[config.mk]
export PLATFORM = sky130hd
export DESIGN_NAME = eth_10g_mac_pause_tx_scheduler_flat
export DESIGN_NICKNAME = d
export VERILOG_FILES = /design/src/rtl/eth_10g_mac_pause_tx_scheduler_if.sv /design/src/rtl/eth_10g_mac_pause_tx_scheduler.sv /design/src/flat_wrapper.sv
export SDC_FILE = /design/constraint.sdc
export NUM_CORES = 1
export LEC_CHECK = 0
export CELL_PAD_IN_SITES_DETAIL_PLACEMENT = 1
export CELL_PAD_IN_SITES_GLOBAL_PLACEMENT = 1
export CORE_ASPECT_RATIO = 1.75
export CORE_MARGIN = 2
export CORE_UTILIZATION = 36
export CTS_BUF_LIST = sky130_fd_sc_hd__clkbuf_4 sky130_fd_sc_hd__clkbuf_8 sky130_fd_sc_hd__clkbuf_16
export DETAILED_ROUTE_END_ITERATION = 10
export PLACE_DENSITY = 0.92
export SLEW_MARGIN = 20
export SYNTH_ARGS = -nofsm -noshare
export SYNTH_HDL_FRONTEND = slang
export SYNTH_SLANG_ARGS = --single-unit
[constraint.sdc]
create_clock -name clk -period 4.8 [get_ports clk]
set_input_delay 0.96 -clock clk [delete_from_list [all_inputs] [get_ports clk]]
set_output_delay 0.96 -clock clk [all_outputs]
set_load 0.02 [all_outputs]
[src/rtl/eth_10g_mac_pause_tx_scheduler_if.sv]
// Pause-length word stream from the scheduler to the TX pause timing adapter.
// Transfer happens on a rising clk edge when out_valid && out_ready.
interface eth_10g_mac_pause_tx_scheduler_if #(
    parameter int QUANTA_W = 16
);
    logic                out_valid;
    logic [QUANTA_W-1:0] out_data;
    logic                out_ready;

    modport master (output out_valid, output out_data, input out_ready);
    modport slave  (input out_valid, input out_data, output out_ready);
endinterface

[src/rtl/eth_10g_mac_pause_tx_scheduler.sv]
// XOFF/XON/software pause-quanta sequencer for the 10G MAC pause TX path.
// Optional statistics counters are built when ETH_10G_PAUSE_SCHED_STATS_EN is defined.
module eth_10g_mac_pause_tx_scheduler #(
    parameter int QUANTA_W  = 16,
    parameter int REFRESH_W = 24,
    parameter int CNT_W     = 32
) (
    input  logic                 clk,
    input  logic                 reset_n,
    input  logic [QUANTA_W-1:0]  cfg_xoff_quanta,
    input  logic [REFRESH_W-1:0] cfg_refresh_period,
    input  logic                 xoff_req,
    input  logic                 sw_req,
    input  logic [QUANTA_W-1:0]  sw_quanta,
    eth_10g_mac_pause_tx_scheduler_if.master pause_tx,
    output logic                 pause_active,
    output logic                 sw_pending,
    output logic [CNT_W-1:0]     stat_xoff_cnt,
    output logic [CNT_W-1:0]     stat_xon_cnt,
    output logic [2:0]           state_dbg
);

    // Handshake: a word moves on a rising edge with out_valid && out_ready; once raised,
    // out_valid and out_data stay put until that edge.
    typedef enum logic [2:0] {
        S_IDLE = 3'd0,
        S_XOFF = 3'd1,
        S_WAIT = 3'd2,
        S_XON  = 3'd3,
        S_SW   = 3'd4
    } state_t;

    state_t               state, state_nxt;
    logic                 out_valid_q, out_valid_nxt;
    logic [QUANTA_W-1:0]  out_data_q, out_data_nxt;
    logic                 pause_q, pause_nxt;
    logic                 sw_pend_q, sw_pend_nxt;
    logic [QUANTA_W-1:0]  sw_quanta_q, sw_quanta_nxt;
    logic [REFRESH_W-1:0] refresh_cnt, refresh_cnt_nxt;
    logic                 xfer;

    assign xfer = out_valid_q && pause_tx.out_ready;

    always_ff @(posedge clk or negedge reset_n) begin
        if (!reset_n) begin
            state <= S_IDLE;
        end else begin
            state <= state_nxt;
        end
    end

    always_comb begin
        state_nxt = state;
        unique case (state)
            S_IDLE: begin
                if (xoff_req) begin
                    state_nxt = S_XOFF;
                end else if (sw_pend_q) begin
                    state_nxt = S_SW;
                end
            end
            S_XOFF: if (xfer) state_nxt = S_WAIT;
            // Falling xoff_req beats refresh expiry so the partner is released promptly.
            S_WAIT: begin
                if (!xoff_req) begin
                    state_nxt = S_XON;
                end else if ((cfg_refresh_period != '0) && (refresh_cnt == REFRESH_W'(1))) begin
                    state_nxt = S_XOFF;
                end
            end
            S_XON:  if (xfer) state_nxt = S_IDLE;
            S_SW:   if (xfer) state_nxt = S_IDLE;
            default: state_nxt = S_IDLE;
        endcase
    end

    always_comb begin
        out_valid_nxt   = out_valid_q;
        out_data_nxt    = out_data_q;
        pause_nxt       = pause_q;
        sw_pend_nxt     = sw_pend_q;
        sw_quanta_nxt   = sw_quanta_q;
        refresh_cnt_nxt = refresh_cnt;

        if (xfer) out_valid_nxt = 1'b0;

        // Each entry into a word-sending state loads the word for the following cycle.
        if (state_nxt != state) begin
            unique case (state_nxt)
                S_XOFF: begin
                    out_valid_nxt = 1'b1;
                    out_data_nxt  = cfg_xoff_quanta;
                end
                S_XON: begin
                    out_valid_nxt = 1'b1;
                    out_data_nxt  = '0;
                end
                S_SW: begin
                    out_valid_nxt = 1'b1;
                    out_data_nxt  = sw_quanta_q;
                end
                default: ;
            endcase
        end

        if (state == S_XOFF && xfer) begin
            pause_nxt       = 1'b1;
            refresh_cnt_nxt = cfg_refresh_period;
        end else if (state == S_WAIT && state_nxt == S_WAIT && refresh_cnt != '0) begin
            refresh_cnt_nxt = refresh_cnt - REFRESH_W'(1);
        end

        if (state == S_XON && xfer) pause_nxt = 1'b0;

        // A fresh request in the same cycle as the sw word leaves keeps the pending flag.
        if (sw_req) begin
            sw_pend_nxt   = 1'b1;
            sw_quanta_nxt = sw_quanta;
        end else if (state == S_SW && xfer) begin
            sw_pend_nxt = 1'b0;
        end
    end

    always_ff @(posedge clk or negedge reset_n) begin
        if (!reset_n) begin
            out_valid_q <= 1'b0;
            out_data_q  <= '0;
            pause_q     <= 1'b0;
            sw_pend_q   <= 1'b0;
            sw_quanta_q <= '0;
            refresh_cnt <= '0;
        end else begin
            out_valid_q <= out_valid_nxt;
            out_data_q  <= out_data_nxt;
            pause_q     <= pause_nxt;
            sw_pend_q   <= sw_pend_nxt;
            sw_quanta_q <= sw_quanta_nxt;
            refresh_cnt <= refresh_cnt_nxt;
        end
    end

`ifdef ETH_10G_PAUSE_SCHED_STATS_EN
    logic [CNT_W-1:0] xoff_cnt_q, xon_cnt_q;

    always_ff @(posedge clk or negedge reset_n) begin
        if (!reset_n) begin
            xoff_cnt_q <= '0;
            xon_cnt_q  <= '0;
        end else begin
            if (state == S_XOFF && xfer) xoff_cnt_q <= xoff_cnt_q + CNT_W'(1);
            if (state == S_XON && xfer)  xon_cnt_q  <= xon_cnt_q + CNT_W'(1);
        end
    end

    assign stat_xoff_cnt = xoff_cnt_q;
    assign stat_xon_cnt  = xon_cnt_q;
`else
    assign stat_xoff_cnt = '0;
    assign stat_xon_cnt  = '0;
`endif

    assign pause_tx.out_valid = out_valid_q;
    assign pause_tx.out_data  = out_data_q;
    assign pause_active       = pause_q;
    assign sw_pending         = sw_pend_q;
    assign state_dbg          = state;

endmodule

[src/flat_wrapper.sv]
// flat-port wrapper written by rule: the top's interface ports become plain ports
module eth_10g_mac_pause_tx_scheduler_flat 
#(
    parameter int QUANTA_W  = 16,
    parameter int REFRESH_W = 24,
    parameter int CNT_W     = 32
)
  (clk, reset_n, cfg_xoff_quanta, cfg_refresh_period, xoff_req, sw_req, sw_quanta, pause_active, sw_pending, stat_xoff_cnt, stat_xon_cnt, state_dbg, pause_tx_out_valid, pause_tx_out_data, pause_tx_out_ready);
  eth_10g_mac_pause_tx_scheduler_if #(.QUANTA_W(QUANTA_W)) pause_tx_i ();
  input  logic clk;
  input  logic reset_n;
  input  logic [QUANTA_W-1:0] cfg_xoff_quanta;
  input  logic [REFRESH_W-1:0] cfg_refresh_period;
  input  logic xoff_req;
  input  logic sw_req;
  input  logic [QUANTA_W-1:0] sw_quanta;
  output logic pause_active;
  output logic sw_pending;
  output logic [CNT_W-1:0] stat_xoff_cnt;
  output logic [CNT_W-1:0] stat_xon_cnt;
  output logic [2:0] state_dbg;
  output wire logic [$bits(pause_tx_i.out_valid)-1:0] pause_tx_out_valid;
  output wire logic [$bits(pause_tx_i.out_data)-1:0] pause_tx_out_data;
  input wire logic [$bits(pause_tx_i.out_ready)-1:0] pause_tx_out_ready;
  assign pause_tx_out_valid = pause_tx_i.out_valid;
  assign pause_tx_out_data = pause_tx_i.out_data;
  assign pause_tx_i.out_ready = pause_tx_out_ready;
  eth_10g_mac_pause_tx_scheduler #(.QUANTA_W(QUANTA_W), .REFRESH_W(REFRESH_W), .CNT_W(CNT_W)) u_core (.clk(clk), .reset_n(reset_n), .cfg_xoff_quanta(cfg_xoff_quanta), .cfg_refresh_period(cfg_refresh_period), .xoff_req(xoff_req), .sw_req(sw_req), .sw_quanta(sw_quanta), .pause_tx(pause_tx_i), .pause_active(pause_active), .sw_pending(sw_pending), .stat_xoff_cnt(stat_xoff_cnt), .stat_xon_cnt(stat_xon_cnt), .state_dbg(state_dbg));
endmodule
After elaboration in Yosys (flattened, before gate mapping)
Index checks and enable logic that the tools add are counted.
Storage, ports and cells
  RAM bits: 0
  memories: 0
  latch bits: 0
  output and inout port bits: 86
  memory bits (read-only): 0
  register bits after elaboration: 62
Operators by class
  equal/unequal tests: 10
  $add $sub $neg: 1
  bitwise gates (word level): 0
  divide/modulo/power cells: 0
  $mul: 0
  magnitude comparators: 0
  reduce and logical (&&, ||, !) cells: 17
  shift-type cells: 0
  mux-type cells: 17
Operators with widths (count)
  24-bit 2-to-1 mux: 2
  16-bit one-hot mux with 3 select lines: 1
  24-bit nonzero test: 2
  24-bit by 1-bit equality test with 1-bit output (second input constant): 1
  24-bit by 1-bit subtractor with 24-bit output (second input constant): 1
  3-bit 2-to-1 mux: 6
  3-bit by 2-bit equality test with 1-bit output (second input constant): 4
  3-bit one-hot mux with 4 select lines: 1
  1-bit logical AND: 7
  1-bit 2-to-1 mux: 7
  3-bit by 1-bit equality test with 1-bit output (second input constant): 2
  3-bit equality test (second input constant): 2
  2-bit nonzero test: 3
  3-bit logical NOT: 1
  3-bit != test: 1
  3-bit nonzero test: 1
  3-bit OR reduction: 1
  2-bit AND reduction: 1
  2-bit OR reduction: 1

Depth between registers and ports, before layout
  depth after elaboration: 10
  mapped depth: 9
  depth with buffers taken out: 7

Least setup slack after synthesis
Ideal clock, no wire load.
  path kind: input-to-reg
  start: input cfg_refresh_period[20]
  end: register u_core.refresh_cnt[7]
  arrival: 2.621 ns
  setup slack: 2.057 ns
  library setup time: 0.121 ns
  path buffers: 1
  stages: 7
  cells stage by stage: nor4_1 > nand4_1 > o41ai_4 > nor2_1 > buf_4 > o41a_1 > o22a_1
On the way
  word-level cells in the longest chain between the ends: 9
RTL lines
  start, declared: RTL line flat_wrapper.sv:13  | input logic [REFRESH_W-1:0] cfg_refresh_period;
  24-bit nonzero test: RTL line eth_10g_mac_pause_tx_scheduler.sv:67  | end else if ((cfg_refresh_period != '0) && (refresh_cnt == REFRESH_W'(1))) begin
  1-bit logical AND: RTL line eth_10g_mac_pause_tx_scheduler.sv:67
  3-bit 2-to-1 mux: RTL line eth_10g_mac_pause_tx_scheduler.sv:67
  3-bit 2-to-1 mux: RTL line eth_10g_mac_pause_tx_scheduler.sv:65  | if (!xoff_req) begin
  3-bit one-hot mux with 4 select lines: RTL line eth_10g_mac_pause_tx_scheduler.sv:54  | unique case (state)
  3-bit by 2-bit equality test with 1-bit output: RTL line eth_10g_mac_pause_tx_scheduler.sv:109  | end else if (state == S_WAIT && state_nxt == S_WAIT && refresh_cnt != '0) begin
  1-bit logical AND (2 in a row): RTL line eth_10g_mac_pause_tx_scheduler.sv:109
  2-bit nonzero test (no line)
  end signal, assigned: RTL line eth_10g_mac_pause_tx_scheduler.sv:138  | refresh_cnt <= refresh_cnt_nxt;
  end, declared: RTL line eth_10g_mac_pause_tx_scheduler.sv:39  | logic [REFRESH_W-1:0] refresh_cnt, refresh_cnt_nxt;
No other way between the ends.
A chain may end at the register's enable or synchronous reset.

Worst setup path after layout
  start: input cfg_refresh_period[20]
  end: register u_core.refresh_cnt[12]
The elaborated chain is that of the path after synthesis.

==> summary.md <==
| Metric | Value |
|---|---|
| Die Width | `81.4 um` |
| FILL cells | `1174` |
| RePlAce Congestion | `0.842` |
| Slew Limit Fails | `0` |
| Critical Path Sink Type | `register` |
| Hold Violations, Final | `0` |
| Yosys cell types | `56` |
| Iter 0 DRT Violations | `101` |
| Register area | `1550 um2` |
| Setup slack, reg-to-reg | `2.15 ns` |
| Initial antenna violation count | `0` |
| Crit-path max FO | `14` |
| Synth top cells by count | `66 x buf_4, 62 x dfrtp_1, 23 x mux2_2, 23 x nor2_1, 16 x a22o_1` |
| Clock-pin transition on the worst setup and hold timing paths | `0.06 ns` |
| Share of the synthesized area in the top cell type | `41.1%` |
| Post-CTS resize count | `0` |
| Worst Tran Pin Value | `1.03 ns` |
| CTS sink cnt | `62` |
| Crit-path max cell delay | `0.46 ns` |
| Worst Reg-to-Reg Cells | `6` |
| Seq pwr share | `33.6%` |
| Antenna Violating Nets Remaining | `0` |
| Nets | `508` |
| Synth async-reset ratio | `100%` |
| Routed len/inst | `17.6 um` |
| Critical Path RT | `5.01 ns` |
| R2R Path Start | `u_core.refresh_cnt[2]` |
| Status | `finished clean` |
| Remaining Overflow, GRT | `0` |
| F_max | `301 MHz` |
| Worst ir drop on vdd | `0.245 mV` |
| Port-buffer cells | `82` |
| Multi-input combinational cell area | `1870 um2` |
| Flop and latch count out of synthesis | `62` |
| PD cells | `588 nW/um2` |
| Area grow syn2layout | `25.9%` |
| CP Launch Type | `primary input` |
| Leakage dissipation | `2.01 nW` |
| Ant. Diodes | `0` |
| Yosys warnings | `0` |
| Routed vias/inst | `5.30` |
| Setup Buffers After CTS | `0` |
| Net Switching | `0.00107 W` |
| Sw Ratio | `38.1%` |
| Worst reg2reg endpoint | `u_core.refresh_cnt[16]` |
| Sequential area share after synthesis | `41.1%` |
| I/O Pins | `147` |
| Total CTS buffers | `9` |
| Synthesized cell area | `3780 um2` |
| Max Cap Viol | `0` |
| First-pass GRT wire length | `16200 um` |
| Cells along the critical path | `clkdlybuf4s50_1 -> nor4_1 -> nand4_1 -> o41ai_4 -> o21ai_1 -> o311a_1 -> a211o_1` |
| CTS tree | `done` |
| Relative slew slack | `31.1%` |
| Die Footprint | `11400 um2` |
| Die H | `140 um` |
| Post-Route WL | `10100 um` |
| Layout Cells excl Fill | `575` |
| HP Class | `register to register` |
| Hold path cells | `1` |
| Finished Core Util | `46.5%` |
| Worst EP arrival | `3.54 ns` |
| Hold path startpoint | `u_core.sw_quanta_q[1]` |
| Int Pwr | `0.00173 W` |
| Clock share of power | `22.8%` |
| Clk Latency, worst-skew pair | `0.33 ns` |
| CP Class | `primary input to register` |
| Largest area contributor in the netlist | `dfrtp_1` |
| Unrepaired setup endpoints after global routing | `false` |
| Cell count after synthesis | `366` |
| DP HPWL | `7630 um` |
| Number of flops mapped to enable cells by yosys | `0` |
| Slowest stage cell on the critical path | `o41ai_4` |
| Total number of vias | `3049` |
| Layout cells sized above 1 | `15.0%` |
| Largest net degree at the start of global routing | `63` |
| Worst Hold Path EP | `u_core.sw_quanta_q[1]` |
| Max Root-Sink Buffers | `2` |
| Synth Flop Type | `dfrtp_1` |
| # rows | `49` |
| Minimum clock period | `3.32 ns` |
| Comb pwr share | `43.6%` |
| 1st-pass router iterations | `4` |
| Core area | `10200 um2` |
| Mean post-synth cell area | `10.3 um2` |
| Root Buffer | `clkbuf_16` |
| Count leader, synth | `buf_4` |
| Final setup TNS | `0 ns` |
| H-tree depth | `3` |
| Vias in the first global route | `3320` |
| Overall routing resource usage | `18.7%` |
| Starting density of the core | `36.9%` |
| Final Cycle Share | `69.2%` |
| Placed Cells | `559` |
| Final setup viols | `0` |
| Hold Buf Count CTS | `0` |
| Drc violations | `0` |
| Worst Skew | `0.00881 ns` |
| Synth top area cells | `dfrtp_1 41%, buf_4 13%, mux2_2 6.9%` |
[power by group through the flow]
stage / registers (W) / logic (W) / clock network (W)
CTS: 0.000939 / 0.00123 / 0.000648
detailed placement: 0.000940 / 0.00122 / 0
finish: 0.000940 / 0.00122 / 0.000637
floorplan: 0.000970 / 0.000779 / 0
global placement: 0.000922 / 0.00116 / 0
global route: 0.000976 / 0.00132 / 0.000671
[flip-flops by register name, indices dropped and copies added, names as in the netlist]
signal / flops
u_core.pause_active: 1
u_core.state_dbg: 3
u_core.sw_quanta_q: 16
u_core.sw_pending: 1
u_core.pause_tx.out_data: 16
u_core.refresh_cnt: 24
u_core.pause_tx.out_valid: 1
[per-layer routing]
| metal | GRT usage (%) | wire (um) | up-vias |
|---|---|---|---|
| li1 | - | - | 1384 |
| met1 | 20.1 | 3650 | 1522 |
| met2 | 33.9 | 5610 | 128 |
| met3 | 4.02 | 638 | 15 |
| met4 | 7.76 | 204 | 0 |
| met5 | 0 | 0 | - |
[placed cells by master, fill, tap and decap left out, types with 3 or more instances in the layout]
master / count
clkdlybuf4s50_1: 81
conb_1: 64
dfrtp_1: 62
nor2_1: 23
mux2_2: 23
a22o_1: 16
nand2_1: 13
a31oi_1: 12
or3_1: 11
nand3_1: 9
mux2_4: 9
clkbuf_16: 9
nor3_1: 8
o21ai_0: 8
a21oi_1: 8
or4_1: 8
inv_1: 7
nor4_1: 6
a21o_1: 5
o31ai_1: 5
nor3_2: 4
nand4_1: 4
o311ai_0: 4
buf_4: 4
ha_1: 3
[cells by family (layout without fill, tap and decap cells)]
| group | count (synthesis) | count (layout) | share of synthesized area, % |
|---|---|---|---|
| muxes | 32 | 32 | 10.4 |
| buffers and inverters | 90 | 109 | 15.8 |
| DFF | 62 | 62 | 41.1 |
| adders and majority gates | 3 | 3 | 0.993 |
| other | 1 | 64 | 0.0992 |
| AOI/OAI and AO/OA | 82 | 82 | 17.4 |
| and+or+nand+nor | 95 | 95 | 14.0 |
| xor gates and xnor gates | 1 | 1 | 0.232 |
[stage by stage]
stage | power (W) | area [um2] | setup WS (ns) | hold slack (ns)
global placement | 0.00208 | 4450 | 1.24 | 0.488
finish | 0.00280 | 4760 | 1.48 | 0.507
floorplan | 0.00175 | 4020 | 2.06 | 0.481
detailed placement | 0.00216 | 4450 | 1.18 | 0.494
global route | 0.00297 | 4760 | 1.36 | 0.529
CTS | 0.00281 | 4740 | 1.48 | 0.510
[layout make-up]
class                      instances  share of cell area [%]
clock buffer                       9                    4.73
timing repair buffer              87                    18.1
tap                              127                    3.34
multi-input combinational        277                    39.3
inverter                           7                   0.552
sequential                        62                    32.6
clock inverter                     6                    1.34
[how the worst max path moves through the flow]
stage                           start                     end  slack (ns)  depth (start not counted)
5_1_grt        cfg_refresh_period[23]  u_core.refresh_cnt[12]        1.36                          7
4_1_cts        cfg_refresh_period[20]  u_core.refresh_cnt[11]        1.48                          8
3_5_place_dp    cfg_refresh_period[1]  u_core.refresh_cnt[11]        1.18                          8
3_3_place_gp   cfg_refresh_period[23]  u_core.refresh_cnt[12]        1.24                          7
2_1_floorplan  cfg_refresh_period[20]   u_core.refresh_cnt[7]        2.06                          7
6_report       cfg_refresh_period[20]  u_core.refresh_cnt[12]        1.48                          7
[worst max-delay path: cells and delay by family]
family,cells,cell delay (ns)
AOI/OAI and AO/OA,4,1.48
and+or+nand+nor,2,0.65
buffers and inverters,1,0.44
Power figures use the tool's default switching activity.
